### src/rtl/pma_pkg.sv
// rtl/pma_pkg.sv - shared types, default widths and width helper for pattern_match_arbiter
package pma_pkg;

  typedef enum logic [1:0] {
    IDLE  = 2'd0,
    SHIFT = 2'd1,
    FLUSH = 2'd2,
    DONE  = 2'd3
  } pma_state_e;

  localparam int PMA_NUM_REQ = 4;
  localparam int PMA_DATA_W  = 8;
  localparam int PMA_PAT_W   = 4;
  localparam int PMA_CNT_W   = 4;

  function automatic int pma_id_w(input int n);
    return (n > 1) ? $clog2(n) : 1;
  endfunction

endpackage

### src/rtl/pattern_match_arbiter_if.sv
// rtl/pattern_match_arbiter_if.sv - requester/response bus of the shared pattern detector
interface pattern_match_arbiter_if
  import pma_pkg::*;
#(
  parameter int NUM_REQ = PMA_NUM_REQ,
  parameter int DATA_W  = PMA_DATA_W,
  parameter int PAT_W   = PMA_PAT_W,
  parameter int CNT_W   = PMA_CNT_W
);
  localparam int ID_W = pma_id_w(NUM_REQ);

  logic [NUM_REQ-1:0]        req_valid;
  logic [NUM_REQ*DATA_W-1:0] req_data;
  logic [NUM_REQ*PAT_W-1:0]  req_pattern;
  logic [NUM_REQ-1:0]        req_ready;
  logic                      resp_valid;
  logic [ID_W-1:0]           resp_id;
  logic [CNT_W-1:0]          resp_count;
  logic                      resp_ready;

  modport master (
    output req_valid, req_data, req_pattern, resp_ready,
    input  req_ready, resp_valid, resp_id, resp_count
  );

  modport slave (
    input  req_valid, req_data, req_pattern, resp_ready,
    output req_ready, resp_valid, resp_id, resp_count
  );

endinterface

### src/rtl/pat_seq_detect.sv
// rtl/pat_seq_detect.sv - serial pattern detector with registered match
// PMA_NONOVERLAP_EN: restart the fill after each match so matches never share bits.
module pat_seq_detect
  import pma_pkg::*;
#(
  parameter int PAT_W = PMA_PAT_W
) (
  input  logic             clk,
  input  logic             n_rst,
  input  logic             clear,
  input  logic             shift_en,
  input  logic             bit_in,
  input  logic [PAT_W-1:0] pattern,
  output logic             match
);
  localparam int FILL_W = $clog2(PAT_W + 1);
  localparam logic [FILL_W-1:0] FULL = FILL_W'(PAT_W);

  logic [PAT_W-1:0]  win_q, win_d;
  logic [FILL_W-1:0] fill_q, fill_d;
  logic              match_q, match_d;

  always_ff @(posedge clk or negedge n_rst) begin
    if (!n_rst) begin
      win_q   <= '0;
      fill_q  <= '0;
      match_q <= 1'b0;
    end else begin
      win_q   <= win_d;
      fill_q  <= fill_d;
      match_q <= match_d;
    end
  end

  // A match is only valid once PAT_W bits of the current word have been seen.
  always_comb begin
    win_d   = win_q;
    fill_d  = fill_q;
    match_d = 1'b0;
    if (clear) begin
      win_d  = '0;
      fill_d = '0;
    end else if (shift_en) begin
      win_d = (win_q << 1) | PAT_W'(bit_in);
      if (fill_q != FULL) begin
        fill_d = fill_q + 1'b1;
      end
      match_d = (fill_d == FULL) && (win_d == pattern);
`ifdef PMA_NONOVERLAP_EN
      if (match_d) begin
        fill_d = '0;
      end
`endif
    end
  end

  assign match = match_q;

endmodule

### src/rtl/pattern_match_arbiter.sv
// rtl/pattern_match_arbiter.sv - round-robin front end sharing one serial pattern detector
// Overlap behaviour of the detector selected by PMA_NONOVERLAP_EN.
module pattern_match_arbiter
  import pma_pkg::*;
#(
  parameter int NUM_REQ = PMA_NUM_REQ,
  parameter int DATA_W  = PMA_DATA_W,
  parameter int PAT_W   = PMA_PAT_W,
  parameter int CNT_W   = PMA_CNT_W
) (
  input  logic                    clk,
  input  logic                    n_rst,
  pattern_match_arbiter_if.slave  bus
);
  localparam int ID_W = pma_id_w(NUM_REQ);
  localparam int BC_W = pma_id_w(DATA_W);
  localparam logic [ID_W:0]   NUM_REQ_X = (ID_W+1)'(NUM_REQ);
  localparam logic [BC_W-1:0] LAST_BIT  = BC_W'(DATA_W - 1);

  pma_state_e        state_q, state_d;
  logic [ID_W-1:0]   rr_q, rr_d;
  logic [ID_W-1:0]   id_q, id_d;
  logic [DATA_W-1:0] data_q, data_d;
  logic [PAT_W-1:0]  pat_q, pat_d;
  logic [BC_W-1:0]   bit_cnt_q, bit_cnt_d;
  logic [CNT_W-1:0]  cnt_q, cnt_d;

  logic              grant_found;
  logic [ID_W-1:0]   grant_idx, grant_next;
  logic [ID_W:0]     scan;
  logic              accept;
  logic              det_shift;
  logic              det_match;

  // Scan requesters starting at the rr pointer; modulo done by one conditional subtract.
  always_comb begin
    grant_found = 1'b0;
    grant_idx   = '0;
    scan        = '0;
    for (int i = 0; i < NUM_REQ; i++) begin
      scan = {1'b0, rr_q} + (ID_W+1)'(i);
      if (scan >= NUM_REQ_X) scan = scan - NUM_REQ_X;
      if (!grant_found && bus.req_valid[scan[ID_W-1:0]]) begin
        grant_found = 1'b1;
        grant_idx   = scan[ID_W-1:0];
      end
    end
    scan = {1'b0, grant_idx} + (ID_W+1)'(1);
    if (scan >= NUM_REQ_X) scan = scan - NUM_REQ_X;
    grant_next = scan[ID_W-1:0];
  end

  assign accept    = n_rst && (state_q == IDLE) && grant_found;
  assign det_shift = (state_q == SHIFT);

  always_ff @(posedge clk or negedge n_rst) begin
    if (!n_rst) begin
      state_q   <= IDLE;
      rr_q      <= '0;
      id_q      <= '0;
      data_q    <= '0;
      pat_q     <= '0;
      bit_cnt_q <= '0;
      cnt_q     <= '0;
    end else begin
      state_q   <= state_d;
      rr_q      <= rr_d;
      id_q      <= id_d;
      data_q    <= data_d;
      pat_q     <= pat_d;
      bit_cnt_q <= bit_cnt_d;
      cnt_q     <= cnt_d;
    end
  end

  always_comb begin
    state_d = state_q;
    case (state_q)
      IDLE:    if (grant_found) state_d = SHIFT;
      SHIFT:   if (bit_cnt_q == '0) state_d = FLUSH;
      FLUSH:   state_d = DONE;
      DONE:    if (bus.resp_ready) state_d = IDLE;
      default: state_d = IDLE;
    endcase
  end

  always_comb begin
    rr_d      = rr_q;
    id_d      = id_q;
    data_d    = data_q;
    pat_d     = pat_q;
    bit_cnt_d = bit_cnt_q;
    cnt_d     = cnt_q;
    if (accept) begin
      data_d    = bus.req_data[grant_idx*DATA_W +: DATA_W];
      pat_d     = bus.req_pattern[grant_idx*PAT_W +: PAT_W];
      id_d      = grant_idx;
      rr_d      = grant_next;
      bit_cnt_d = LAST_BIT;
      cnt_d     = '0;
    end
    if (state_q == SHIFT) begin
      data_d = data_q << 1;
      if (bit_cnt_q != '0) bit_cnt_d = bit_cnt_q - 1'b1;
    end
    // FLUSH exists so the match registered off the last data bit still lands here.
    if ((state_q == SHIFT || state_q == FLUSH) && det_match && (cnt_q != '1)) begin
      cnt_d = cnt_q + 1'b1;
    end
  end

  assign bus.req_ready  = accept ? (NUM_REQ'(1) << grant_idx) : '0;
  assign bus.resp_valid = (state_q == DONE);
  assign bus.resp_id    = id_q;
  assign bus.resp_count = cnt_q;

  pat_seq_detect #(.PAT_W(PAT_W)) u_detect (
    .clk      (clk),
    .n_rst    (n_rst),
    .clear    (accept),
    .shift_en (det_shift),
    .bit_in   (data_q[DATA_W-1]),
    .pattern  (pat_q),
    .match    (det_match)
  );

endmodule
### src/flat_wrapper.sv
// flat-port wrapper written by rule: the top's interface ports become plain ports
module pattern_match_arbiter_flat import pma_pkg::*;
#(
  parameter int NUM_REQ = PMA_NUM_REQ,
  parameter int DATA_W  = PMA_DATA_W,
  parameter int PAT_W   = PMA_PAT_W,
  parameter int CNT_W   = PMA_CNT_W
)
  (clk, n_rst, bus_req_valid, bus_req_data, bus_req_pattern, bus_resp_ready, bus_req_ready, bus_resp_valid, bus_resp_id, bus_resp_count);
  pattern_match_arbiter_if #(.NUM_REQ(NUM_REQ), .DATA_W(DATA_W), .PAT_W(PAT_W), .CNT_W(CNT_W)) bus_i ();
  input  logic clk;
  input  logic n_rst;
  input wire logic [$bits(bus_i.req_valid)-1:0] bus_req_valid;
  input wire logic [$bits(bus_i.req_data)-1:0] bus_req_data;
  input wire logic [$bits(bus_i.req_pattern)-1:0] bus_req_pattern;
  input wire logic [$bits(bus_i.resp_ready)-1:0] bus_resp_ready;
  output wire logic [$bits(bus_i.req_ready)-1:0] bus_req_ready;
  output wire logic [$bits(bus_i.resp_valid)-1:0] bus_resp_valid;
  output wire logic [$bits(bus_i.resp_id)-1:0] bus_resp_id;
  output wire logic [$bits(bus_i.resp_count)-1:0] bus_resp_count;
  assign bus_i.req_valid = bus_req_valid;
  assign bus_i.req_data = bus_req_data;
  assign bus_i.req_pattern = bus_req_pattern;
  assign bus_i.resp_ready = bus_resp_ready;
  assign bus_req_ready = bus_i.req_ready;
  assign bus_resp_valid = bus_i.resp_valid;
  assign bus_resp_id = bus_i.resp_id;
  assign bus_resp_count = bus_i.resp_count;
  pattern_match_arbiter #(.NUM_REQ(NUM_REQ), .DATA_W(DATA_W), .PAT_W(PAT_W), .CNT_W(CNT_W)) u_core (.clk(clk), .n_rst(n_rst), .bus(bus_i));
endmodule
### config.mk
export PLATFORM = sky130hd
export DESIGN_NAME = pattern_match_arbiter_flat
export DESIGN_NICKNAME = d
export VERILOG_FILES = /design/src/rtl/pma_pkg.sv /design/src/rtl/pattern_match_arbiter_if.sv /design/src/rtl/pat_seq_detect.sv /design/src/rtl/pattern_match_arbiter.sv /design/src/flat_wrapper.sv
export SDC_FILE = /design/constraint.sdc
export NUM_CORES = 1
export LEC_CHECK = 0
export ABC_AREA = 0
export BUFFER_PORTS_ARGS = -buffer_cell sky130_fd_sc_hd__buf_2
export CAP_MARGIN = 5
export CORE_ASPECT_RATIO = 1.1
export CORE_MARGIN = 2
export CORE_UTILIZATION = 45
export DETAILED_ROUTE_END_ITERATION = 8
export GPL_TIMING_DRIVEN = 0
export PLACE_DENSITY = 0.74
export SETUP_SLACK_MARGIN = 0.2
export SLEW_MARGIN = 20
export SYNTH_ARGS = -nofsm -noshare
export SYNTH_HDL_FRONTEND = slang
export SYNTH_SLANG_ARGS = --single-unit
### constraint.sdc
create_clock -name clk -period 2.4 [get_ports clk]
set_input_delay 0.48 -clock clk [delete_from_list [all_inputs] [get_ports clk]]
set_output_delay 0.48 -clock clk [all_outputs]
set_load 0.05 [all_outputs]
# After elaboration in Yosys (flattened, before gate mapping)
# Index checks and enable logic that the tools add are counted.
# totals
regBits	32
inputBits	55
word_cells	105
# classes
n_addsub	12
order_cmp	9
bitwise	1
shifts	3
reduce_logical	18
eq_ne	10
muxes	42
# ops
operator	count
$shiftx 32x6->8	1
$mux 3	10
$mux 2	12
$mux 8	2
$shiftx 16x5->4	1
$ge 3x3->1 const B	4
$lt 2x3->1 const B	4
$mux 4	3
$mux 1	10
$sub 2x1->2 const B	5
$bmux 1 s2	4
$logic_and 1x1->1	8
$pmux 2 s4	1
$add 2x1->3 const B	2
$add 2x2->3 const B	2
$add 4x1->4 const B	1
$eq 2x2->1 const B	2
$eq 4x4->1	1
$ne 2x2->1 const B	2
$ne 4x4->1 const B	1
$or 4x1->4	1
$reduce_bool 2->1	2
$shl 1x2->4 const A	1
$add 3x1->3 const B	1
other kinds (12)	14

# Longest topological paths before layout
# logic_depth
ltp_word	20
depth_mapped	8
ltp_nobuf	7

# By module
# Synthesis repeated with hierarchy kept, for this count alone.
# unflattened
hier_cells	213
area_unflattened_um2	2185.8
# modules_own_cells
mod	instances	seq_area_each_um2	area_each_um2	cells_each
pattern_match_arbiter	1	625.6	1791.7	176
pat_seq_detect	1	175.2	394.1	37

# Least setup slack after synthesis
# No wires, ideal clock.
# synth_timing
path_type	input to output
start	input port bus_req_valid[2]
end	output port bus_req_ready[1]
arrival_time_ns	1.939
n_path_buf	2
t_required_ns	1.920
cell_stages	8
path_slack_ns	-0.019
cell_sequence	nor2b_2 > a21boi_1 > o32a_1 > buf_6 > buf_12 > inv_1 > ha_1 > and2_1
# synth_via
elab_chain_cells	14
# synth_rtl
item	line_no	rtl
start, declared	flat_wrapper.sv:13	input wire logic [$bits(bus_i.req_valid)-1:0] bus_req_valid;
$bmux 1 s2	pattern_match_arbiter.sv:43	if (!grant_found && bus.req_valid[scan[ID_W-1:0]]) begin
$mux 1 (not written as such)	pattern_match_arbiter.sv:43	
$mux 1	pattern_match_arbiter.sv:43	
$logic_not 1->1	pattern_match_arbiter.sv:43	
$logic_and 1x1->1	pattern_match_arbiter.sv:43	
$mux 1	pattern_match_arbiter.sv:43	
$logic_not 1->1	pattern_match_arbiter.sv:43	
$logic_and 1x1->1	pattern_match_arbiter.sv:43	
$mux 1	pattern_match_arbiter.sv:43	
$logic_not 1->1	pattern_match_arbiter.sv:43	
$logic_and 1x1->1	pattern_match_arbiter.sv:43	
$mux 2 (*)	pattern_match_arbiter.sv:43	
net u_core.grant_idx[1]	pattern_match_arbiter.sv:29	logic [ID_W-1:0] grant_idx, grant_next;
$shl 1x2->4 (*)	pattern_match_arbiter.sv:112	assign bus.req_ready = accept ? (NUM_REQ'(1) << grant_idx) : '0;
$mux 4 (*)	pattern_match_arbiter.sv:112	
end, declared	flat_wrapper.sv:17	output wire logic [$bits(bus_i.req_ready)-1:0] bus_req_ready;
# Mark *: on every way through the listed nets, which the timed path passes. The rest lies on a longest branch. The select of a mux whose other input is x is not followed.

# Final worst setup path
# layout_timing
start	register u_core.rr_q[0]
end	output port bus_req_ready[0]
# layout_via
elab_chain_cells	16
# layout_rtl
item	line_no	rtl
start, declared	pattern_match_arbiter.sv:21	logic [ID_W-1:0] rr_q, rr_d;
start signal, assigned	pattern_match_arbiter.sv:67	rr_q <= rr_d;
parallel branches: the longest is 13 deep, another holds $add 2x1->3	-	
$mux 2 (*)	pattern_match_arbiter.sv:43	
net u_core.grant_idx[1]	pattern_match_arbiter.sv:29	
$shl 1x2->4 (*)	pattern_match_arbiter.sv:112	
$mux 4 (*)	pattern_match_arbiter.sv:112	
# Mark *: on every way through the listed nets, which the timed path passes. The select of a mux whose other input is x is not followed.

==> results by group <==
Synthesis
  • Synth area leaders: dfrtp_1, mux2i_1, ha_1
  • Top-area cell type share of the netlist area: 37.0%
  • Synth Warn #: 0
  • Yosys reg bits: 32
  • Area leader, netlist: dfrtp_1
  • Post-Syn Area per Cell: 9.92 um2
  • Post-synthesis sequential area ratio: 37.0%
  • Distinct cell type count after synthesis: 37
  • Mapped cell area: 2160 um2
  • Syn Inst Count: 218
  • Syn nets: 287

Timing
  • Final hold slack: 130 ps
  • Fmax achieved: 431 MHz
  • Final Skew: 3.22 ps
  • Final worst slack: 77.4 ps
  • Final slew viol count: 0
  • Tcrit/Tclk final: 96.8%
  • Worst slew margin: 64.7%
  • Unrepaired setup endpoints after global routing: true
  • Tmin final: 2320 ps
  • Final setup vio count: 0
  • Worst-margin pin slew: 530 ps
  • Setup_tns: 0 ps
  • Final Hold Fails: 0

Power and ir drop
  • Leakage power: 1.45 nW
  • Internal power: 0.00189 W
  • Sw Share: 40.5%
  • Power Dens Cells: 1070 nW/um2
  • Sequential share of power: 27.8%
  • Comb pwr share: 59.0%
  • Total power: 0.00318 W
  • Switch Pwr: 0.00129 W
  • Clock power frac: 13.2%
  • Worst vdd ir: 0.000518 V

Placed design
  • IO Port Bufs: 65
  • Pre-CTS WS: -618 ps
  • DPL Wire Length: 3.37 mm
  • Global placer's final weighted congestion: 0.808

CTS
  • CTS Buf Count: 5
  • Latest clock arrival within the worst-skew pair: 280 ps
  • Clk pin slew, worst setup/hold paths: 60 ps
  • Max Buffers Root-to-Sink: 2
  • Post-CTS Hold Fix Bufs: 0
  • H-tree depth: 2
  • CTS tree: built
  • CTS root buf: clkbuf_8
  • Clk sink count: 32

Route
  • DRC viols: 0
  • Post-Route WL: 4.77 mm
  • Met1 Routed Length: 2.07 mm
  • Post-DR vias/cell: 5.11
  • Initial DRC Count: 81
  • Post-route ant nets: 0
  • DR pass1 iterations: 4
  • Drt wl/cell: 13.2 um
  • Met2 wire len: 2.43 mm
  • Via Count: 1841
  • Detail Route met3 WL: 211 um
  • Uppermost layer routed: met4

Critical path
  • CP max stage delay: 440 ps
  • CP Data Arrival Time: 1840 ps
  • Worst Path Max Fanout: 4
  • CP required: 1920 ps
  • CP max stage cell: dfrtp_1
  • Startpoint types: flop
  • Crit. End Element: output port
  • Setup CP Type: flop to output port
  • Worst-path cell chain: nor2b_2 -> o32a_1 -> buf_6 -> buf_12 -> clkinv_8 -> ha_4 -> and2_4 -> buf_8

Global routing
  • Vias in the first global route: 1702
  • GRT Total Usage: 17.8%
  • Antenna violations before repair: 0
  • Total gr overflow: 0
  • Largest net degree at the start of global routing: 35
  • First-pass GRT wire length: 7.70 mm

Flow run
  • MaxCap Viol Count: 0

Floorplanning
  • DIE AREA: 5380 um2
  • Num rows: 26
  • Die X: 70.1 um
  • Core ar.: 4650 um2
  • Die Y: 76.7 um
  • Effective utilization at floorplan: 46.5%
  • IO Count: 66

Run status
  • Status: completed

Cells and area
  • Final net count: 372
  • # diodes: 0
  • Fillers: 371
  • Layout cells sized above 1: 42.4%
  • Util after Layout: 63.7%
  • Area Growth Syn to Fin: 37.0%

Hold path
  • Hold crit path type: primary input to asynchronous set/reset pin
stage by stage:
stage                     instances  area [um2]
after floorplan                 218        2170
after global placement          339        2570
after detailed placement        339        2570
after CTS                       354        2860
after global routing            360        2960
final                           360        2960
layer usage:
metal  vias up  global-route usage [%]
li1        936                       -
met1       853                    22.0
met2        45                    30.7
met3         7                    4.99
met4         0                    4.04
met5         -                       0
power groups by stage:
stage | clock network [W] | logic, W | registers, W
after floorplan | 0 | 0.00119 | 0.000906
after global placement | 0 | 0.00151 | 0.000877
after detailed placement | 0 | 0.00154 | 0.000883
after CTS | 0.000431 | 0.00174 | 0.000874
after global routing | 0.000458 | 0.00207 | 0.000909
final | 0.000421 | 0.00188 | 0.000883
worst max-delay path, delay by kind of cell, from the launching register on:
family          cells  cell delay, ps
flops               1             440
compound gates      1             340
buf+inv             4             450
simple gates        2             210
fa+ha+maj           1             110
registers in the layout, summed over array words and instances, names as in the netlist:
| name | cells |
|---|---|
| u_core.bit_cnt_q | 3 |
| u_core.bus.resp_count | 4 |
| u_core.bus.resp_id | 2 |
| u_core.data_q | 8 |
| u_core.pat_q | 4 |
| u_core.rr_q | 2 |
| u_core.state_q | 2 |
| u_core.u_detect.fill_q | 3 |
| u_core.u_detect.match | 1 |
| u_core.u_detect.win_q | 3 |
cell usage after synthesis:
master / count
a21oi_2: 1
o32a_1: 1
a311oi_1: 2
o21ai_1: 8
clkbuf_1: 7
dfrtp_1: 32
buf_12: 2
a21o_1: 2
nand2_1: 17
buf_2: 1
mux2_2: 13
xnor2_1: 6
a22o_1: 1
buf_6: 1
o21ai_0: 6
mux2i_1: 29
a21boi_0: 1
nand2b_1: 3
nand3_1: 2
nand3b_1: 2
a211oi_1: 1
inv_1: 10
a32oi_1: 1
nor3_1: 5
ha_1: 14
a21oi_1: 12
and3_1: 2
and2_1: 4
a21boi_1: 1
nor4_1: 1
nor2_1: 12
nor3b_1: 7
a31oi_1: 2
nor2b_1: 3
nor2b_2: 1
o21ai_2: 4
nor2_2: 1
logic make-up (layout without fill, tap and decap cells):
group,after synthesis,after routing,synth area share (%)
flip-flops,32,32,37.0
buffers and inverters,21,107,5.56
AND/OR/NAND/NOR,60,60,14.2
adder cells (fa/ha/maj),14,14,8.10
XOR/XNOR,6,6,2.43
multiplexers,42,42,20.2
AO/OA/AOI/OAI,43,43,12.4
cell usage in the layout, fill, tap and decap left out, types with 4 or more instances in the layout:
master	count
a21oi_1	11
and2_4	4
buf_2	59
buf_4	13
buf_8	4
clkbuf_1	6
clkbuf_8	8
dfrtp_1	32
ha_1	9
ha_4	4
inv_1	6
mux2_2	13
mux2i_1	29
nand2_1	17
nor2_1	11
nor3_1	5
nor3b_1	7
o21ai_0	6
o21ai_1	8
o21ai_2	4
xnor2_1	6
repair_timing:
item                                    4_1_cts  5_1_grt
gates cloned                                  0        1
buffers inserted                              7        5
endpoints found under the setup margin        5        7
pin swaps                                     6        4
resized for setup                            39       16
layout make-up:
class	count	area, um2	share of cell area, %
Sequential cell	32	801	27.0
Buffer	11	121	4.10
Timing Repair Buffer	78	489	16.5
Clock buffer	8	90.1	3.04
Tap cell	56	70.1	2.36
Inverter	10	57.6	1.94
Multi-Input combinational cell	165	1330	45.0
final timing paths:
| check | from | to | slack (ps) | depth (start not counted) |
|---|---|---|---|---|
| worst max register to register | u_core.rr_q[0] | u_core.data_q[4] | 390 | 9 |
| worst min-delay path | n_rst | u_core.bus.resp_count[2] | 130 | 1 |
| min in group clk | u_core.bit_cnt_q[0] | u_core.bit_cnt_q[0] | 480 | 1 |
| worst max-delay path | u_core.rr_q[0] | bus_req_ready[0] | 80 | 8 |
| max in group asynchronous | n_rst | u_core.bus.resp_id[1] | 1970 | 1 |
| worst min register to register | u_core.bit_cnt_q[0] | u_core.bit_cnt_q[0] | 480 | 1 |
Power figures use the tool's default switching activity.
